===== src/rtl/lsu_half.sv =====
// Halfword load/store unit: turns one lh/lhu/sh into one or two byte-enabled
// word accesses on a req/gnt + rvalid memory port and returns the extended result.
module lsu_half (
    input  logic        clk,
    input  logic        rst,
    input  logic        op_valid,
    output logic        op_ready,
    input  logic        op_store,
    input  logic        op_unsigned,
    input  logic [31:0] op_addr,
    input  logic [31:0] op_wdata,
    output logic        done,
    output logic [31:0] rdata,
    output logic        mem_req,
    output logic        mem_we,
    output logic [3:0]  mem_be,
    output logic [31:0] mem_addr,
    output logic [31:0] mem_wdata,
    input  logic        mem_gnt,
    input  logic        mem_rvalid,
    input  logic [31:0] mem_rdata,
    output logic [1:0]  dbg_state
);

    // Handshakes: an op transfers on a rising edge with op_valid && op_ready;
    // a memory request transfers on a rising edge with mem_req && mem_gnt, and
    // the request fields stay constant from mem_req rising until that edge;
    // read data transfers on a rising edge with mem_rvalid while in RESP.
    typedef enum logic [1:0] {
        S_IDLE = 2'd0,
        S_REQ  = 2'd1,
        S_RESP = 2'd2
    } state_t;

    state_t      state_q, state_d;
    logic        phase_q, phase_d;
    logic        store_q, unsigned_q;
    logic [31:0] addr_q;
    logic [15:0] h_q;
    logic [7:0]  lo_q;
    logic        done_q, done_d;
    logic [31:0] rdata_q;

    logic        accept, lo_load, rdata_load;
    logic        last_phase;
    logic [31:0] word_addr;
    logic [3:0]  lane_be;
    logic [31:0] lane_wdata;
    logic [15:0] load_half;
    logic [31:0] load_ext;

    logic        unused_wdata_hi;
    assign unused_wdata_hi = ^op_wdata[31:16];

    // Only offset 3 straddles a word; it needs a second phase for the high byte.
    assign last_phase = (addr_q[1:0] != 2'b11) || phase_q;
    assign word_addr  = {addr_q[31:2], 2'b00} + (phase_q ? 32'd4 : 32'd0);

    always_comb begin
        lane_be    = 4'b0000;
        lane_wdata = 32'h0;
        load_half  = 16'h0;
        case (addr_q[1:0])
            2'd0: begin
                lane_be    = 4'b0011;
                lane_wdata = {16'h0, h_q};
                load_half  = mem_rdata[15:0];
            end
            2'd1: begin
                lane_be    = 4'b0110;
                lane_wdata = {8'h0, h_q, 8'h0};
                load_half  = mem_rdata[23:8];
            end
            2'd2: begin
                lane_be    = 4'b1100;
                lane_wdata = {h_q, 16'h0};
                load_half  = mem_rdata[31:16];
            end
            default: begin
                lane_be    = phase_q ? 4'b0001 : 4'b1000;
                lane_wdata = phase_q ? {24'h0, h_q[15:8]} : {h_q[7:0], 24'h0};
                load_half  = {mem_rdata[7:0], lo_q};
            end
        endcase
    end

    assign load_ext = unsigned_q ? {16'h0, load_half} : {{16{load_half[15]}}, load_half};

    always_comb begin
        state_d    = state_q;
        phase_d    = phase_q;
        done_d     = 1'b0;
        accept     = 1'b0;
        lo_load    = 1'b0;
        rdata_load = 1'b0;
        case (state_q)
            S_IDLE: begin
                if (op_valid) begin
                    accept  = 1'b1;
                    phase_d = 1'b0;
                    state_d = S_REQ;
                end
            end
            S_REQ: begin
                if (mem_gnt) begin
                    if (!store_q) begin
                        state_d = S_RESP;
                    end else if (last_phase) begin
                        done_d  = 1'b1;
                        state_d = S_IDLE;
                    end else begin
                        phase_d = 1'b1;
                    end
                end
            end
            S_RESP: begin
                if (mem_rvalid) begin
                    if (last_phase) begin
                        rdata_load = 1'b1;
                        done_d     = 1'b1;
                        state_d    = S_IDLE;
                    end else begin
                        lo_load = 1'b1;
                        phase_d = 1'b1;
                        state_d = S_REQ;
                    end
                end
            end
            default: state_d = S_IDLE;
        endcase
    end

    always_ff @(posedge clk) begin
        if (rst) begin
            state_q    <= S_IDLE;
            phase_q    <= 1'b0;
            store_q    <= 1'b0;
            unsigned_q <= 1'b0;
            addr_q     <= 32'h0;
            h_q        <= 16'h0;
            lo_q       <= 8'h0;
            done_q     <= 1'b0;
            rdata_q    <= 32'h0;
        end else begin
            state_q <= state_d;
            phase_q <= phase_d;
            done_q  <= done_d;
            if (accept) begin
                store_q    <= op_store;
                unsigned_q <= op_unsigned;
                addr_q     <= op_addr;
                h_q        <= op_wdata[15:0];
            end
            if (lo_load) begin
                lo_q <= mem_rdata[31:24];
            end
            if (rdata_load) begin
                rdata_q <= load_ext;
            end
        end
    end

    // Memory fields are forced to zero outside REQ so idle bus values are clean.
    assign op_ready  = (state_q == S_IDLE);
    assign mem_req   = (state_q == S_REQ);
    assign mem_we    = mem_req & store_q;
    assign mem_be    = mem_req ? lane_be : 4'b0000;
    assign mem_addr  = mem_req ? word_addr : 32'h0;
    assign mem_wdata = (mem_req && store_q) ? lane_wdata : 32'h0;
    assign done      = done_q;
    assign rdata     = rdata_q;
    assign dbg_state = state_q;

endmodule

===== config.mk =====
export PLATFORM = sky130hd
export DESIGN_NAME = lsu_half
export DESIGN_NICKNAME = d
export VERILOG_FILES = /design/src/rtl/lsu_half.sv
export SDC_FILE = /design/constraint.sdc
export NUM_CORES = 1
export LEC_CHECK = 0
export CAP_MARGIN = 0
export CORE_UTILIZATION = 43
export DETAILED_ROUTE_END_ITERATION = 16
export GPL_TIMING_DRIVEN = 0
export PLACE_DENSITY = 0.82
export SETUP_SLACK_MARGIN = 0.5
export SLEW_MARGIN = 25
export SYNTH_ARGS = -nofsm -noshare
export SYNTH_HDL_FRONTEND = slang
export SYNTH_SLANG_ARGS = --single-unit

===== constraint.sdc =====
create_clock -name clk -period 3.1 [get_ports clk]
set_input_delay 0.62 -clock clk [delete_from_list [all_inputs] [get_ports clk]]
set_output_delay 0.62 -clock clk [all_outputs]
set_load 0.01 [all_outputs]

==> Word-level counts from Yosys, hierarchy flattened <==
Index checks and enable logic that the tools add are counted.
{ "totals": {"reg_bits": 94, "inputBits": 103, "output_inout_bits": 106, "wordCells": 62} }
{ "classes": {"add_sub_neg": 1, "eq_ne": 10, "mux": 34, "bitwise_logic": 1, "n_reduce_logical": 7} }
{ "op_table": {"columns": ["operator", "count"], "rows": [
  ["two-way mux 32 bit", 4],
  ["case mux 32 bit (3 select lines)", 1],
  ["case mux 16 bit (3 select lines)", 1],
  ["adder 32 x 3 -> 32 bit", 1],
  ["two-way mux 1 bit", 16],
  ["case mux 4 bit (3 select lines)", 1],
  ["two-way mux 2 bit", 5],
  ["two-way mux 4 bit", 2],
  ["!= test 2 bit (second input constant)", 3],
  ["case mux 2 bit (3 select lines)", 1],
  ["AND reduction 5 bit", 1],
  ["equality test 2 x 1 -> 1 bit (second input constant)", 2],
  ["equality test 2 bit (second input constant)", 2],
  ["logical NOT 2 bit", 2],
  ["!= test 2 x 1 -> 1 bit (second input constant)", 2],
  ["AND reduction 4 bit", 1],
  ["two-way mux 3 bit", 1],
  ["!= test 3 x 2 -> 1 bit (second input constant)", 1],
  ["case mux 1 bit (3 select lines)", 1],
  ["nonzero test 3 bit", 1],
  ["case mux 1 bit (2 select lines)", 1],
  ["bitwise AND 1 bit", 1],
  ["logical AND 1 bit", 1],
  ["logical OR 1 bit", 1]
]} }

==> Depth between registers and ports, before layout <==
{ "logic_depth": {"depth_word": 6, "ltp_mapped": 8, "depth_no_buf": 6} }

==> Least setup slack after synthesis <==
Ideal clock, no wire load.
{ "synth_path": {"path_kind": "reg-to-output", "startpoint": "register phase_q", "endpoint": "output mem_addr[28]", "arrival_time_ps": 2085, "required_time_ps": 2480, "setup_slack_ps": 395, "path_stages_with_launch": 8, "path_buffers": 2, "path_cell_list": "dfxtp_1 -> ha_1 -> nand3_2 -> or4_4 -> buf_6 -> buf_6 -> or4_1 -> a21oi_1"} }
{ "synth_via": {"elab_chain_cells": 3} }
{ "synth_lines": {"columns": ["item", "line", "rtl"], "rows": [
  ["start: declaration", "36", "logic phase_q, phase_d;"],
  ["start signal: assignment", "146", "phase_q <= phase_d;"],
  ["two-way mux 3 bit", "57", "assign word_addr = {addr_q[31:2], 2'b00} + (phase_q ? 32'd4 : 32'd0);"],
  ["adder 32 x 3 -> 32 bit", "57", null],
  ["two-way mux 32 bit", "168", "assign mem_addr = mem_req ? word_addr : 32'h0;"],
  ["end: declaration", "17", "output logic [31:0] mem_addr,"]
]} }
Every way passes these cells.

==> Worst setup path after layout <==
{ "layout_path": {"startpoint": "register phase_q", "endpoint": "output mem_addr[30]"} }
Same word-level chain as after synthesis.

==> impl_metrics.tcl <==
set metrics [dict create \
    diodes 0 \
    vias 5981 \
    seqCellArea_um2 1620 \
    synth_xor_xnor_area_share_pct 1.84 \
    critPathRequiredTime_ns 2.48 \
    final_core_util_pct 70.5 \
    synth_compound_area_share_pct 21.0 \
    synth.yosys.seq_area_share_pct 33.3 \
    drc_errors 0 \
    synth_fa_ha_area_share_pct 3.16 \
    fp.dieH_um 107 \
    tightest_slew_ns 0.676 \
    setup_tns_ns -0.0186 \
    violations "negative setup slack" \
    synth.avg_cell_area_um2 7.12 \
    dieArea_um2 11500 \
    max_slew_margin_pct 54.9 \
    synth-simple-area-share_pct 27.7 \
    fin_area_um2 7610 \
    rows 38 \
    slowest_stage "or4_4" \
    synth_ff_type "dfxtp_1" \
    synth_top_family_by_area "simple AND/OR/NAND/NOR gates" \
    path_clk_slew_ns 0.09 \
    globalplace.congestion 0.940 \
    leakage_nw 2.95 \
    viasPerCell 5.81 \
    ctsHtreeMaxLevel 3 \
    clk_latency_ns 0.37 \
    synth_top_cell_by_area "dfxtp_1" \
    yosysWarnings 0 \
    portBuffers 189 \
    synthesis.area_um2 4750 \
    finalPower_w 0.00364 \
    cts_made_buffers 9 \
    multi_input_comb_area_um2 3160 \
    startpoint_type "register" \
    wl_per_cell_um 17.7 \
    final_max_slew_viol_count 0 \
    synth.most_common_cell "nand2_1" \
    crit_path_end_kind "primary output" \
    powerDensity_nw_per_um2 479 \
    dp_slack_ns -0.173 \
    hold_viol 0 \
    worst_clock_skew_ns 0.0138 \
    cp_slowest_stage_delay_ns 0.52 \
    drt-pass1-iter-count 7 \
    ys_top_cells_by_count "nand2_1, a21oi_1, dfxtp_1" \
    fmax_mhz 321 \
    nFillCells 883 \
    root_buffer "clkbuf_8" \
    muxShareOfSynthArea_pct 4.42 \
    grt_pass1_wl_um 27500 \
    worstSetupPathType "register to primary output" \
    antenna_found_initial 0 \
    cts_buffer_depth 2 \
    rsz0062_at_grt "yes" \
    syn_inst 668 \
    place_area_um2 6850 \
    overflow 0 \
    num_io_pins 209 \
    yosysTopAreaCellShare_pct 33.3 \
    worst-path-max-fanout 5 \
    initial_utilization_pct 44.1 \
    drtAntennaViolNets 0 \
    grt.total_usage_pct 30.4 \
    hp-class "register to register" \
    synth_seq_cells 79 \
    hpwl_um 12400 \
    drt_iter0_drc 476 \
    ir_drop_mv 0.315 \
    timing.final.ws_setup_ns -0.0160 \
    async_reset_ff_share_pct 0 \
    fin_crit_sh_pct 101 \
    die_w_um 107 \
    cts_tree "done" \
    nets 999 \
    path_cells "ha_4 > nand3_4 > or4_4 > buf_6 > buf_6 > or4_4 > a21oi_4 > buf_2" \
    grt_start_max_net_pins 18 \
    cts_sinks 79 \
    drive_gt1_share_pct 22.7 \
    core_area_um2 10800 \
    min_period_ns 3.12 \
    cp.arrival_ns 2.50 \
    synthTopCellsByArea "dfxtp_1, nand2_1, a21oi_1, nor2_1, mux2i_1" \
    syn2layout_area_growth_pct 60.0 \
    wl_um 18300 \
    synth-edff-count 0 \
    grt_pass1_vias 5675 \
    status "complete, but fails checks" \
    synth_cell_types 38 \
    max_cap_viol_count 0 \
    setup-violations-final 2 \
]
[cells by family (layout without fill, tap and decap cells)]
logic type / Yosys count / after routing
AOI/OAI and AO/OA: 165 / 165
xor gates and xnor gates: 10 / 10
adders and majority gates: 12 / 12
buffers and inverters: 87 / 307
DFF: 79 / 79
muxes: 21 / 21
other: 1 / 2
and+or+nand+nor: 293 / 293
[registers in the layout, indices dropped and copies added, names as in the netlist]
| register | flops |
|---|---|
| rdata | 17 |
| lo_q | 8 |
| addr_q | 32 |
| done | 1 |
| store_q | 1 |
| h_q | 16 |
| dbg_state | 2 |
| unsigned_q | 1 |
| phase_q | 1 |
[layout make-up]
type                            instances  area share [%]
Buffer                                 70            6.84
Timing Repair Buffer                  204            24.3
Inverter                               17           0.921
Clock inverter                          4           0.691
Sequential cell                        79            21.3
Tap cell                              140            2.30
Clock buffer                           12            2.04
Multi-Input combinational cell        503            41.5
[routing by layer]
layer / wire length [µm] / vias up / track usage (%)
li1: - / 2740 / -
met1: 6830 / 2796 / 36.1
met2: 9090 / 383 / 53.2
met3: 1790 / 62 / 5.65
met4: 549 / 0 / 13.0
met5: 0 / - / 0
[layout by cell type, fill, tap and decap left out, drive strengths merged, types with 4 or more instances in the layout]
| cell | count |
|---|---|
| nand3 | 19 |
| nand3b | 10 |
| a21oi | 88 |
| dlymetal6s2s | 4 |
| nand2 | 154 |
| or3 | 8 |
| ha | 12 |
| nor2 | 62 |
| nand2b | 5 |
| a22oi | 17 |
| inv | 17 |
| o31ai | 12 |
| clkbuf | 56 |
| or4 | 15 |
| a31oi | 8 |
| buf | 81 |
| xnor2 | 7 |
| a222oi | 16 |
| dlygate4sd2 | 16 |
| nor3 | 6 |
| clkdlybuf4s50 | 126 |
| o21ai | 21 |
| dfxtp | 79 |
| nand4 | 4 |
| mux2i | 21 |
[repair_timing]
action	4_1_cts	5_1_grt
cloned	3	1
endpoints found under the setup margin	66	59
buffers inserted	6	5
gates resized for setup	295	72
pin swaps	25	9
hold buffers	0	0
[final timing paths]
kind | startpoint | to | slack (ns) | cells past startpoint
max | phase_q | mem_addr[30] | -0.02 | 8
min | lo_q[1] | lo_q[1] | 0.46 | 2
max reg2reg | phase_q | rdata[13] | 0.89 | 7
min reg2reg | lo_q[1] | lo_q[1] | 0.46 | 2
[per-stage QoR]
stage | hold slack [ns] | cells
2_1_floorplan | 0.437 | 669
3_3_place_gp | 0.443 | 998
3_5_place_dp | 0.447 | 998
4_1_cts | 0.459 | 1023
5_1_grt | 0.483 | 1029
6_report | 0.463 | 1029
[where the power goes]
group	internal (W)	total (W)	switching, W
Clock	0.000420	0.000824	0.000404
Combinational	0.000647	0.00148	0.000833
Sequential	0.00115	0.00134	0.000189
[critical path, delay by kind of cell, from the launching register on]
| kind | cells | cell delay, ns |
|---|---|---|
| flip-flops | 1 | 0.38 |
| AND/OR/NAND/NOR | 3 | 1.02 |
| AO/OA/AOI/OAI | 1 | 0.15 |
| adder cells (fa/ha/maj) | 1 | 0.15 |
| buffers and inverters | 3 | 0.42 |
(Power assumes the default switching activity.)
